### src/rtl/alu_cmd_scheduler_if.sv
// Bus between the requesting engines, the scheduler and the shared cascaded_alu.
// slave  : the scheduler's view (requests/ALU status in, grants/responses/ALU controls out).
// master : the environment's view (requesters plus ALU).
interface alu_cmd_scheduler_if #(
  parameter int DATA_WIDTH   = 16,
  parameter int RESULT_WIDTH = 32
);
  // requester side
  logic                    req0;
  logic                    req1;
  logic [DATA_WIDTH-1:0]   a0;
  logic [DATA_WIDTH-1:0]   b0;
  logic [DATA_WIDTH-1:0]   a1;
  logic [DATA_WIDTH-1:0]   b1;
  logic [2:0]              op0;
  logic [2:0]              op1;
  logic                    gnt0;
  logic                    gnt1;

  // response side
  logic                    rsp_valid;
  logic                    rsp_id;
  logic [RESULT_WIDTH-1:0] rsp_result;
  logic                    rsp_err;
  logic                    busy;

  // cascaded_alu side
  logic [DATA_WIDTH-1:0]   alu_a;
  logic [DATA_WIDTH-1:0]   alu_b;
  logic [2:0]              alu_op;
  logic                    alu_start;
  logic                    alu_end;
  logic [RESULT_WIDTH-1:0] alu_result;

  modport slave (
    input  req0, req1, a0, b0, a1, b1, op0, op1,
    input  alu_end, alu_result,
    output gnt0, gnt1,
    output rsp_valid, rsp_id, rsp_result, rsp_err, busy,
    output alu_a, alu_b, alu_op, alu_start
  );

  modport master (
    output req0, req1, a0, b0, a1, b1, op0, op1,
    output alu_end, alu_result,
    input  gnt0, gnt1,
    input  rsp_valid, rsp_id, rsp_result, rsp_err, busy,
    input  alu_a, alu_b, alu_op, alu_start
  );
endinterface

### src/rtl/alu_cmd_scheduler.sv
// Two-requester round-robin command scheduler in front of a single cascaded_alu.
// Runs one operation at a time: capture, one-cycle start pulse, hold operands
// until end_op, then return the result tagged with the requester id.
// Optional WAIT watchdog enabled by defining ALU_SCHED_TIMEOUT_EN; without it
// rsp_err is constant 0 and WAIT holds until alu_end.
//
// state  | meaning
// IDLE   | no command in flight; a request at the edge is captured and granted
// ISSUE  | alu_start high for this single cycle
// WAIT   | operands held, waiting for alu_end (or watchdog expiry)
module alu_cmd_scheduler #(
  parameter int DATA_WIDTH     = 16,
  parameter int RESULT_WIDTH   = 32,
  parameter int TIMEOUT_CYCLES = 15
) (
  input logic             clk,
  input logic             rst,
  alu_cmd_scheduler_if.slave bus
);

  typedef enum logic [1:0] {
    S_IDLE  = 2'd0,
    S_ISSUE = 2'd1,
    S_WAIT  = 2'd2
  } state_t;

  state_t                  state_q, state_d;
  logic                    last_q, last_d;
  logic                    owner_q, owner_d;
  logic                    win;

  logic                    gnt0_q, gnt0_d;
  logic                    gnt1_q, gnt1_d;
  logic                    rsp_valid_q, rsp_valid_d;
  logic                    rsp_id_q, rsp_id_d;
  logic [RESULT_WIDTH-1:0] rsp_result_q, rsp_result_d;
  logic                    rsp_err_q, rsp_err_d;
  logic                    busy_q, busy_d;
  logic [DATA_WIDTH-1:0]   alu_a_q, alu_a_d;
  logic [DATA_WIDTH-1:0]   alu_b_q, alu_b_d;
  logic [2:0]              alu_op_q, alu_op_d;
  logic                    alu_start_q, alu_start_d;

`ifdef ALU_SCHED_TIMEOUT_EN
  localparam int              CNT_W    = $clog2(TIMEOUT_CYCLES + 1);
  localparam logic [CNT_W-1:0] CNT_LAST = CNT_W'(TIMEOUT_CYCLES - 1);
  logic [CNT_W-1:0]           wait_cnt_q, wait_cnt_d;
`endif

  // Next-state, arbitration and registered-output computation.
  always_comb begin
    state_d      = state_q;
    last_d       = last_q;
    owner_d      = owner_q;
    win          = 1'b0;
    gnt0_d       = 1'b0;
    gnt1_d       = 1'b0;
    rsp_valid_d  = 1'b0;
    rsp_id_d     = rsp_id_q;
    rsp_result_d = rsp_result_q;
    rsp_err_d    = 1'b0;
    alu_a_d      = alu_a_q;
    alu_b_d      = alu_b_q;
    alu_op_d     = alu_op_q;
    alu_start_d  = 1'b0;
`ifdef ALU_SCHED_TIMEOUT_EN
    wait_cnt_d   = wait_cnt_q;
`endif

    case (state_q)
      S_IDLE: begin
        if (bus.req0 || bus.req1) begin
          // On a tie the requester that was not granted last wins.
          win         = (bus.req0 && bus.req1) ? ~last_q : bus.req1;
          last_d      = win;
          owner_d     = win;
          gnt0_d      = ~win;
          gnt1_d      = win;
          alu_a_d     = win ? bus.a1  : bus.a0;
          alu_b_d     = win ? bus.b1  : bus.b0;
          alu_op_d    = win ? bus.op1 : bus.op0;
          alu_start_d = 1'b1;
          state_d     = S_ISSUE;
        end
      end

      S_ISSUE: begin
        state_d = S_WAIT;
`ifdef ALU_SCHED_TIMEOUT_EN
        wait_cnt_d = '0;
`endif
      end

      S_WAIT: begin
        // A real completion wins over a watchdog expiry in the same cycle.
        if (bus.alu_end) begin
          rsp_valid_d  = 1'b1;
          rsp_id_d     = owner_q;
          rsp_result_d = bus.alu_result;
          rsp_err_d    = 1'b0;
          state_d      = S_IDLE;
        end
`ifdef ALU_SCHED_TIMEOUT_EN
        else if (wait_cnt_q == CNT_LAST) begin
          rsp_valid_d  = 1'b1;
          rsp_id_d     = owner_q;
          rsp_result_d = '0;
          rsp_err_d    = 1'b1;
          state_d      = S_IDLE;
        end else begin
          wait_cnt_d = wait_cnt_q + CNT_W'(1);
        end
`endif
      end

      default: state_d = S_IDLE;
    endcase

    busy_d = (state_d != S_IDLE);
  end

  // State and output registers with synchronous active-low reset.
  always_ff @(posedge clk) begin
    if (!rst) begin
      state_q      <= S_IDLE;
      last_q       <= 1'b1;
      owner_q      <= 1'b0;
      gnt0_q       <= 1'b0;
      gnt1_q       <= 1'b0;
      rsp_valid_q  <= 1'b0;
      rsp_id_q     <= 1'b0;
      rsp_result_q <= '0;
      rsp_err_q    <= 1'b0;
      busy_q       <= 1'b0;
      alu_a_q      <= '0;
      alu_b_q      <= '0;
      alu_op_q     <= 3'd0;
      alu_start_q  <= 1'b0;
`ifdef ALU_SCHED_TIMEOUT_EN
      wait_cnt_q   <= '0;
`endif
    end else begin
      state_q      <= state_d;
      last_q       <= last_d;
      owner_q      <= owner_d;
      gnt0_q       <= gnt0_d;
      gnt1_q       <= gnt1_d;
      rsp_valid_q  <= rsp_valid_d;
      rsp_id_q     <= rsp_id_d;
      rsp_result_q <= rsp_result_d;
      rsp_err_q    <= rsp_err_d;
      busy_q       <= busy_d;
      alu_a_q      <= alu_a_d;
      alu_b_q      <= alu_b_d;
      alu_op_q     <= alu_op_d;
      alu_start_q  <= alu_start_d;
`ifdef ALU_SCHED_TIMEOUT_EN
      wait_cnt_q   <= wait_cnt_d;
`endif
    end
  end

  assign bus.gnt0       = gnt0_q;
  assign bus.gnt1       = gnt1_q;
  assign bus.rsp_valid  = rsp_valid_q;
  assign bus.rsp_id     = rsp_id_q;
  assign bus.rsp_result = rsp_result_q;
  assign bus.rsp_err    = rsp_err_q;
  assign bus.busy       = busy_q;
  assign bus.alu_a      = alu_a_q;
  assign bus.alu_b      = alu_b_q;
  assign bus.alu_op     = alu_op_q;
  assign bus.alu_start  = alu_start_q;

endmodule

### src/flat_wrapper.sv
// flat-port wrapper written by rule: the top's interface ports become plain ports
module alu_cmd_scheduler_flat 
#(
  parameter int DATA_WIDTH     = 16,
  parameter int RESULT_WIDTH   = 32,
  parameter int TIMEOUT_CYCLES = 15
)
  (clk, rst, bus_req0, bus_req1, bus_a0, bus_b0, bus_a1, bus_b1, bus_op0, bus_op1, bus_alu_end, bus_alu_result, bus_gnt0, bus_gnt1, bus_rsp_valid, bus_rsp_id, bus_rsp_result, bus_rsp_err, bus_busy, bus_alu_a, bus_alu_b, bus_alu_op, bus_alu_start);
  alu_cmd_scheduler_if #(.DATA_WIDTH(DATA_WIDTH), .RESULT_WIDTH(RESULT_WIDTH)) bus_i ();
  input logic clk;
  input logic rst;
  input wire logic [$bits(bus_i.req0)-1:0] bus_req0;
  input wire logic [$bits(bus_i.req1)-1:0] bus_req1;
  input wire logic [$bits(bus_i.a0)-1:0] bus_a0;
  input wire logic [$bits(bus_i.b0)-1:0] bus_b0;
  input wire logic [$bits(bus_i.a1)-1:0] bus_a1;
  input wire logic [$bits(bus_i.b1)-1:0] bus_b1;
  input wire logic [$bits(bus_i.op0)-1:0] bus_op0;
  input wire logic [$bits(bus_i.op1)-1:0] bus_op1;
  input wire logic [$bits(bus_i.alu_end)-1:0] bus_alu_end;
  input wire logic [$bits(bus_i.alu_result)-1:0] bus_alu_result;
  output wire logic [$bits(bus_i.gnt0)-1:0] bus_gnt0;
  output wire logic [$bits(bus_i.gnt1)-1:0] bus_gnt1;
  output wire logic [$bits(bus_i.rsp_valid)-1:0] bus_rsp_valid;
  output wire logic [$bits(bus_i.rsp_id)-1:0] bus_rsp_id;
  output wire logic [$bits(bus_i.rsp_result)-1:0] bus_rsp_result;
  output wire logic [$bits(bus_i.rsp_err)-1:0] bus_rsp_err;
  output wire logic [$bits(bus_i.busy)-1:0] bus_busy;
  output wire logic [$bits(bus_i.alu_a)-1:0] bus_alu_a;
  output wire logic [$bits(bus_i.alu_b)-1:0] bus_alu_b;
  output wire logic [$bits(bus_i.alu_op)-1:0] bus_alu_op;
  output wire logic [$bits(bus_i.alu_start)-1:0] bus_alu_start;
  assign bus_i.req0 = bus_req0;
  assign bus_i.req1 = bus_req1;
  assign bus_i.a0 = bus_a0;
  assign bus_i.b0 = bus_b0;
  assign bus_i.a1 = bus_a1;
  assign bus_i.b1 = bus_b1;
  assign bus_i.op0 = bus_op0;
  assign bus_i.op1 = bus_op1;
  assign bus_i.alu_end = bus_alu_end;
  assign bus_i.alu_result = bus_alu_result;
  assign bus_gnt0 = bus_i.gnt0;
  assign bus_gnt1 = bus_i.gnt1;
  assign bus_rsp_valid = bus_i.rsp_valid;
  assign bus_rsp_id = bus_i.rsp_id;
  assign bus_rsp_result = bus_i.rsp_result;
  assign bus_rsp_err = bus_i.rsp_err;
  assign bus_busy = bus_i.busy;
  assign bus_alu_a = bus_i.alu_a;
  assign bus_alu_b = bus_i.alu_b;
  assign bus_alu_op = bus_i.alu_op;
  assign bus_alu_start = bus_i.alu_start;
  alu_cmd_scheduler #(.DATA_WIDTH(DATA_WIDTH), .RESULT_WIDTH(RESULT_WIDTH), .TIMEOUT_CYCLES(TIMEOUT_CYCLES)) u_core (.clk(clk), .rst(rst), .bus(bus_i));
endmodule
### config.mk
export PLATFORM = sky130hd
export DESIGN_NAME = alu_cmd_scheduler_flat
export DESIGN_NICKNAME = d
export VERILOG_FILES = /design/src/rtl/alu_cmd_scheduler_if.sv /design/src/rtl/alu_cmd_scheduler.sv /design/src/flat_wrapper.sv
export SDC_FILE = /design/constraint.sdc
export NUM_CORES = 1
export LEC_CHECK = 0
export ABC_AREA = 1
export ABC_CLOCK_PERIOD_IN_PS = 1950
export BUFFER_PORTS_ARGS = -buffer_cell sky130_fd_sc_hd__buf_2
export CORE_UTILIZATION = 40
export DETAILED_ROUTE_END_ITERATION = 6
export HOLD_SLACK_MARGIN = 0.15
export PLACE_DENSITY = 0.76
export SYNTH_ARGS = -nofsm -noshare
export SYNTH_HDL_FRONTEND = slang
export SYNTH_SLANG_ARGS = --single-unit
### constraint.sdc
create_clock -name clk -period 1.95 [get_ports clk]
set_clock_uncertainty 0.15 [all_clocks]
set_input_delay 0.2925 -clock clk [delete_from_list [all_inputs] [get_ports clk]]
set_output_delay 0.2925 -clock clk [all_outputs]
set_load 0.01 [all_outputs]
==> results of run 1 <==
## registers in the layout, indices dropped and copies added, names as in the netlist
signal	count
u_core.bus.alu_b	16
u_core.bus.gnt0	1
u_core.bus.alu_start	1
u_core.state_q	2
u_core.bus.rsp_valid	1
u_core.bus.rsp_id	1
u_core.bus.alu_op	3
u_core.bus.rsp_result	32
u_core.last_q	1
u_core.bus.alu_a	16
u_core.bus.gnt1	1
u_core.bus.busy	1
u_core.owner_q	1
## metal layers
| metal | up-vias | track usage, % | routed length, um |
|---|---|---|---|
| li1 | 2063 | - | - |
| met2 | 187 | 39.2 | 5010 |
| met5 | - | 0 | 0 |
| met4 | 0 | 8.96 | 172 |
| met1 | 1771 | 23.6 | 4270 |
| met3 | 17 | 6.40 | 918 |
## power by group
| group | total [W] | internal [W] | switching (W) |
|---|---|---|---|
| logic | 0.00114 | 0.000531 | 0.000608 |
| registers | 0.00181 | 0.00173 | 0.0000810 |
| clock network | 0.00124 | 0.000634 | 0.000608 |
| total | 0.00419 | 0.00290 | 0.00130 |
## kinds of logic after synthesis
group           count (synthesis)
buf+inv                        78
flops                          77
compound gates                 72
other cells                     1
simple gates                  295
## worst min-delay path, cell delays in order
cell     delay [ps]
buf_2            70
nand3_1          70
nand2_1          60
nor2_1           40
nor2_1           80
## layout make-up
type	instances	area [sq um]
clock buffers	10	138
clock inverters	6	71.3
fillers	708	3000
inverters	41	154
multi-input cells	368	1630
flip-flops and latches	77	1540
well taps	105	131
repair buffers	255	1710
## per-stage QoR
| step | hold WS [ps] | util [%] | instance area [sq um] | power, W | cells |
|---|---|---|---|---|---|
| CTS | 151 | 63.8 | 5350 | 0.00419 | 860 |
| global route | 154 | 64.2 | 5380 | 0.00447 | 862 |
| global placement | 308 | 53.3 | 4470 | 0.00280 | 777 |
| detailed placement | 315 | 53.3 | 4470 | 0.00283 | 777 |
| finish | 158 | 64.2 | 5380 | 0.00419 | 862 |
| floorplan | 286 | - | 3530 | 0.00247 | 523 |
## worst paths after layout
path,endpoint,cells after the start,from
worst max-delay path,u_core.bus.alu_b[6],8,u_core.state_q[0]
worst min-delay path,u_core.bus.alu_a[0],5,bus_a1[0]
worst max register to register,u_core.bus.alu_b[6],8,u_core.state_q[0]
worst min register to register,u_core.bus.rsp_result[27],2,u_core.bus.rsp_result[27]
## timing repair
action / CTS / global route
hold buffers: 67 / 0
buffers inserted: 0 / 1
setup endpoints to repair: 0 / 1
hold endpoints to repair: 61 / 0
## cells in the final DEF (no fill, tap or decap)
master,synthesis,layout
buf_2,15,179
nor2_1,142,142
nand2_1,113,112
dfxtp_1,77,77
dlygate4sd3_1,0,67
inv_1,40,40
nand3_1,36,36
o21ai_0,33,33
a21boi_1,19,19
a21boi_0,16,16
clkbuf_8,0,10
buf_12,0,5
buf_4,3,3
a21oi_1,2,2
clkinv_4,0,2
clkinvlp_4,0,2
inv_2,1,1
nand2_2,0,1
nor2_2,1,1
nor2_4,1,1
nand3_2,1,1
o21a_1,1,1
o22ai_1,1,1
nor3_1,1,1
conb_1,1,1
bufinv_16,0,1
inv_6,0,1
clkbuf_16,0,1
==> results.json, run 1 <==
{
  "hold_class": "input port to flip-flop",
  "cp_cell_sequence": "inv_1 > nand2_1 > nor2_4 > buf_12 > nand2_1 > nor2_1 > dlygate4sd3_1 > nor2_1",
  "die_height_um": 96.0,
  "drive_gt1_share_pct": 27.6,
  "rsz0062_at_grt": "no",
  "ctsResizeCount": 0,
  "cp_slowest_stage_delay_ps": 560,
  "numCtsBuffers": 9,
  "vias": 4038,
  "rrSetupSlack_ps": 130,
  "final_nets": 859,
  "worstSetupEndpointType": "flip-flop",
  "antenna_found_initial": 0,
  "yosysWarnings": 0,
  "synth_compound_area_share_pct": 12.8,
  "antenna_left": 0,
  "grt-ovfl-total": 0,
  "cts-root-buf": "clkbuf_8",
  "synthCells": 523,
  "synth-simple-area-share_pct": 33.1,
  "synth_area_leaders": "dfxtp_1 (44%), nor2_1 (15%), nand2_1 (12%)",
  "yosysMostFrequentCell": "nor2_1",
  "area_growth_pct": 52.1,
  "drt-total-wl_um": 10400,
  "viasPerCell": 4.68,
  "status": "completed",
  "synth_mux_area_share_pct": 0,
  "io_pins": 181,
  "place_ws_ps": 388,
  "max_freq_mhz": 548,
  "fin_crit_sh_pct": 93.5,
  "die_x_um": 96.0,
  "synth_top_cell_by_area": "dfxtp_1",
  "syn-num-nets": 630,
  "synth_fa_ha_area_share_pct": 0,
  "grtUsageTotal_pct": 21.7,
  "avgSynthCellArea_sq_um": 6.76,
  "startpoint_type": "flip-flop",
  "io_buffers": 179,
  "cts.path.max_buffers": 2,
  "synth-xor-area-share_pct": 0,
  "critPathKind": "flip-flop to flip-flop",
  "ys_types": 22,
  "dieArea_sq_um": 9220,
  "dpl.hpwl_um": 6310,
  "cts_tree": "built",
  "cp_max_fo": 18,
  "route.detailed.drc": 0,
  "async_flop_share_pct": 0,
  "clk_pin_slew_ps": 80,
  "synthTopCellsByCount": "nor2_1 (142), nand2_1 (113), dfxtp_1 (77)",
  "ys_seq_area_share_pct": 43.6,
  "powerDensity_nw_per_um2": 780,
  "insertion_delay_ps": 350,
  "core_sq_um": 8380,
  "initial_utilization_pct": 42.2,
  "wl_per_cell_um": 12.0,
  "synth_top_family_by_area": "simple AND/OR/NAND/NOR gates",
  "crit_slowest_cell": "dlygate4sd3_1",
  "crit_family": "buffers and inverters",
  "place_congestion": 0.713,
  "num_rows": 33,
  "worst_slack_ps": 126,
  "grt_pass1_wl_um": 15400,
  "yosys_most_used_dff": "dfxtp_1",
  "numClockSinks": 77,
  "finalCriticalPeriod_ps": 1820,
  "synth_top_cell_area_share_pct": 43.6,
  "antenna_cells": 0,
  "grt_pass1_vias": 3575,
  "drtPass1Iterations": 5,
  "ir_worst_vdd_v": 0.000467,
  "grt_max_degree": 72,
  "slew_viol_final": 0,
  "maxCapViolations": 0,
  "hold_viol_final": 0,
  "drt_iter0_markers": 126,
  "synth_seq_cells": 77,
  "p_leak_nw": 2.78,
  "htreeDepth": 3,
  "synth_edf_count": 0,
  "arrival_ps": 1930,
  "worstPathRequired_ps": 2050,
  "fin_setup_tns_ps": 0,
  "finalSetupViolations": 0,
  "cp.buffers_inverters": 3,
  "synth_area_sq_um": 3530
}
No activity file was read; power rests on OpenSTA's default activity.
==> inputs of run 2 (changes only) <==
Settings changed: ABC_AREA 1 to default, CELL_PAD_IN_SITES_DETAIL_PLACEMENT from default to 1, CELL_PAD_IN_SITES_GLOBAL_PLACEMENT from default to 1, CORE_UTILIZATION 40 to 33, PLACE_DENSITY 0.76 to 0.88.
==> run 2 against run 1 <==
The flow now finishes with violations (negative setup slack). Wire length rose by 58%. Clock-buffer cell count did not move. Total power fell by 2.1%. Final area rose by 4.2%. Highest routed layer unchanged. Via count rose by 1.1%. Sequential power barely moved. Core utilization fell by 4.3 points.
==> results.json, run 2 <==
{
  "antenna_left": 0,
  "synth_edf_count": 0,
  "grt_max_degree": 42,
  "area_growth_pct": 73.0,
  "place_congestion": 0.768,
  "ys_seq_area_share_pct": 47.6,
  "synth_area_leaders": "dfxtp_1 (48%), nand2_1 (16%), a311oi_2 (14%)",
  "clk_pin_slew_ps": 90,
  "worstSetupEndpointType": "flip-flop",
  "synth_top_cell_by_area": "dfxtp_1",
  "worstPathRequired_ps": 2090,
  "fill_cells": 1144,
  "worst_slack_ps": -78.8,
  "violations": "negative setup slack",
  "slew_viol_final": 0,
  "synthTopCellsByCount": "nand2_1 (136), dfxtp_1 (77), a21oi_1 (70)",
  "yosysWarnings": 0,
  "rrSetupSlack_ps": -80,
  "placed_cell_area_sq_um": 4260,
  "place_inst": 658,
  "synth_area_sq_um": 3240,
  "syn-num-nets": 481,
  "arrival_ps": 2170,
  "fin_crit_sh_pct": 104,
  "die_height_um": 101,
  "viasPerCell": 5.19,
  "num_rows": 35,
  "grtUsageTotal_pct": 30.7,
  "core_sq_um": 9370,
  "powerDensity_nw_per_um2": 732,
  "finalSetupViolations": 1,
  "numCtsBuffers": 9,
  "dpl.hpwl_um": 7680,
  "largest_reg_flops": 32,
  "finalCriticalPeriod_ps": 2030,
  "synth_seq_cells": 77,
  "grt_pass1_wl_um": 23800,
  "drt_iter0_markers": 121,
  "drt-total-wl_um": 16400,
  "vias": 4083,
  "grt-ovfl-total": 0,
  "io_buffers": 179,
  "ff_latch_area_sq_um": 1540,
  "insertion_delay_ps": 340,
  "grt_pass1_vias": 4508,
  "maxCapViolations": 0,
  "die_x_um": 101,
  "startpoint_type": "flip-flop",
  "power_w": 0.00411,
  "hold_class": "flip-flop to flip-flop",
  "antenna_found_initial": 1,
  "drtPass1Iterations": 5,
  "multi_input_area_sq_um": 1540,
  "max_freq_mhz": 493,
  "wl_per_cell_um": 20.9,
  "final_nets": 759,
  "synth_top_cell_area_share_pct": 47.6,
  "async_flop_share_pct": 0,
  "final_cell_mix": "buf_2 (179), nand2_1 (136), dlygate4sd3_1 (105)",
  "drive_gt1_share_pct": 37.8,
  "numClockSinks": 77,
  "yosysMostFrequentCell": "nand2_1",
  "dieArea_sq_um": 10200,
  "fin_cells": 786,
  "cts.path.max_buffers": 2,
  "critPathKind": "flip-flop to flip-flop",
  "io_pins": 181,
  "ys_types": 26,
  "ir_worst_vdd_v": 0.000282,
  "p_leak_nw": 2.52,
  "cts-root-buf": "clkbuf_8",
  "avgSynthCellArea_sq_um": 8.66,
  "cp_max_fo": 11,
  "hold_viol_final": 0,
  "initial_utilization_pct": 34.6,
  "place_ws_ps": 232,
  "htreeDepth": 3,
  "layout_commonest_cell": "buf_2",
  "route.detailed.drc": 0,
  "yosys_most_used_dff": "dfxtp_1",
  "synthCells": 374,
  "final_area_sq_um": 5610,
  "cts_tree": "built",
  "status": "complete, but fails checks"
}
[run 2: critical path: stages (launching register included)]
cell	delay (ps)
dfxtp_1	390
nor2_4	220
buf_12	170
a21oi_1	100
a311oi_2	320
dlygate4sd3_1	620
[run 2: logic make-up after synthesis]
| logic type | synth area share [%] |
|---|---|
| other | 0.116 |
| AND/OR/NAND/NOR | 18.7 |
| AO/OA/AOI/OAI | 27.6 |
| flip-flops | 47.6 |
| buffers and inverters | 5.99 |
[run 2: layer usage]
| layer | wire length, um | track usage, % | up-vias |
|---|---|---|---|
| met2 | 8320 | 55.9 | 249 |
| met1 | 6290 | 33.9 | 1944 |
| met3 | 1210 | 6.80 | 48 |
| met5 | 0 | 0 | - |
| li1 | - | - | 1842 |
| met4 | 584 | 13.6 | 0 |
[run 2: path summary, 6_finish.rpt]
| path | start | end | depth (start not counted) |
|---|---|---|---|
| hold reg to reg | u_core.bus.rsp_result[29] | u_core.bus.rsp_result[29] | 2 |
| setup reg to reg | u_core.state_q[1] | u_core.bus.alu_a[5] | 5 |
| setup / recovery | u_core.state_q[1] | u_core.bus.alu_a[5] | 5 |
| hold / removal | u_core.bus.rsp_result[29] | u_core.bus.rsp_result[29] | 2 |
[run 2: final cells by class]
cell class	instances	share of cell area, %
flip-flops and latches	77	27.5
clock buffers	10	2.28
multi-input cells	263	27.4
well taps	129	2.88
clock inverters	5	0.937
inverters	1	0.112
diodes	1	0.0446
repair buffers	300	38.8
[run 2: timing repair]
item                                    CTS  global route
endpoints found under the setup margin    0             9
setup buffers                             0             4
hold buffers                            105             0
resized for setup                         0             6
endpoints found under the hold margin    72             0
[run 2: per-stage QoR]
step	hold WS [ps]	utilization (%)	TNS [ps]
2_1_floorplan	219	-	0
3_3_place_gp	289	45.5	0
3_5_place_dp	298	45.5	0
4_1_cts	256	58.6	0
5_1_grt	336	59.8	-137
6_report	308	59.8	-78.8
[run 2: report_power, final]
| group | internal (W) | switching (W) |
|---|---|---|
| clock | 0.000579 | 0.000579 |
| combinational | 0.000556 | 0.000596 |
| sequential | 0.00170 | 0.0000976 |
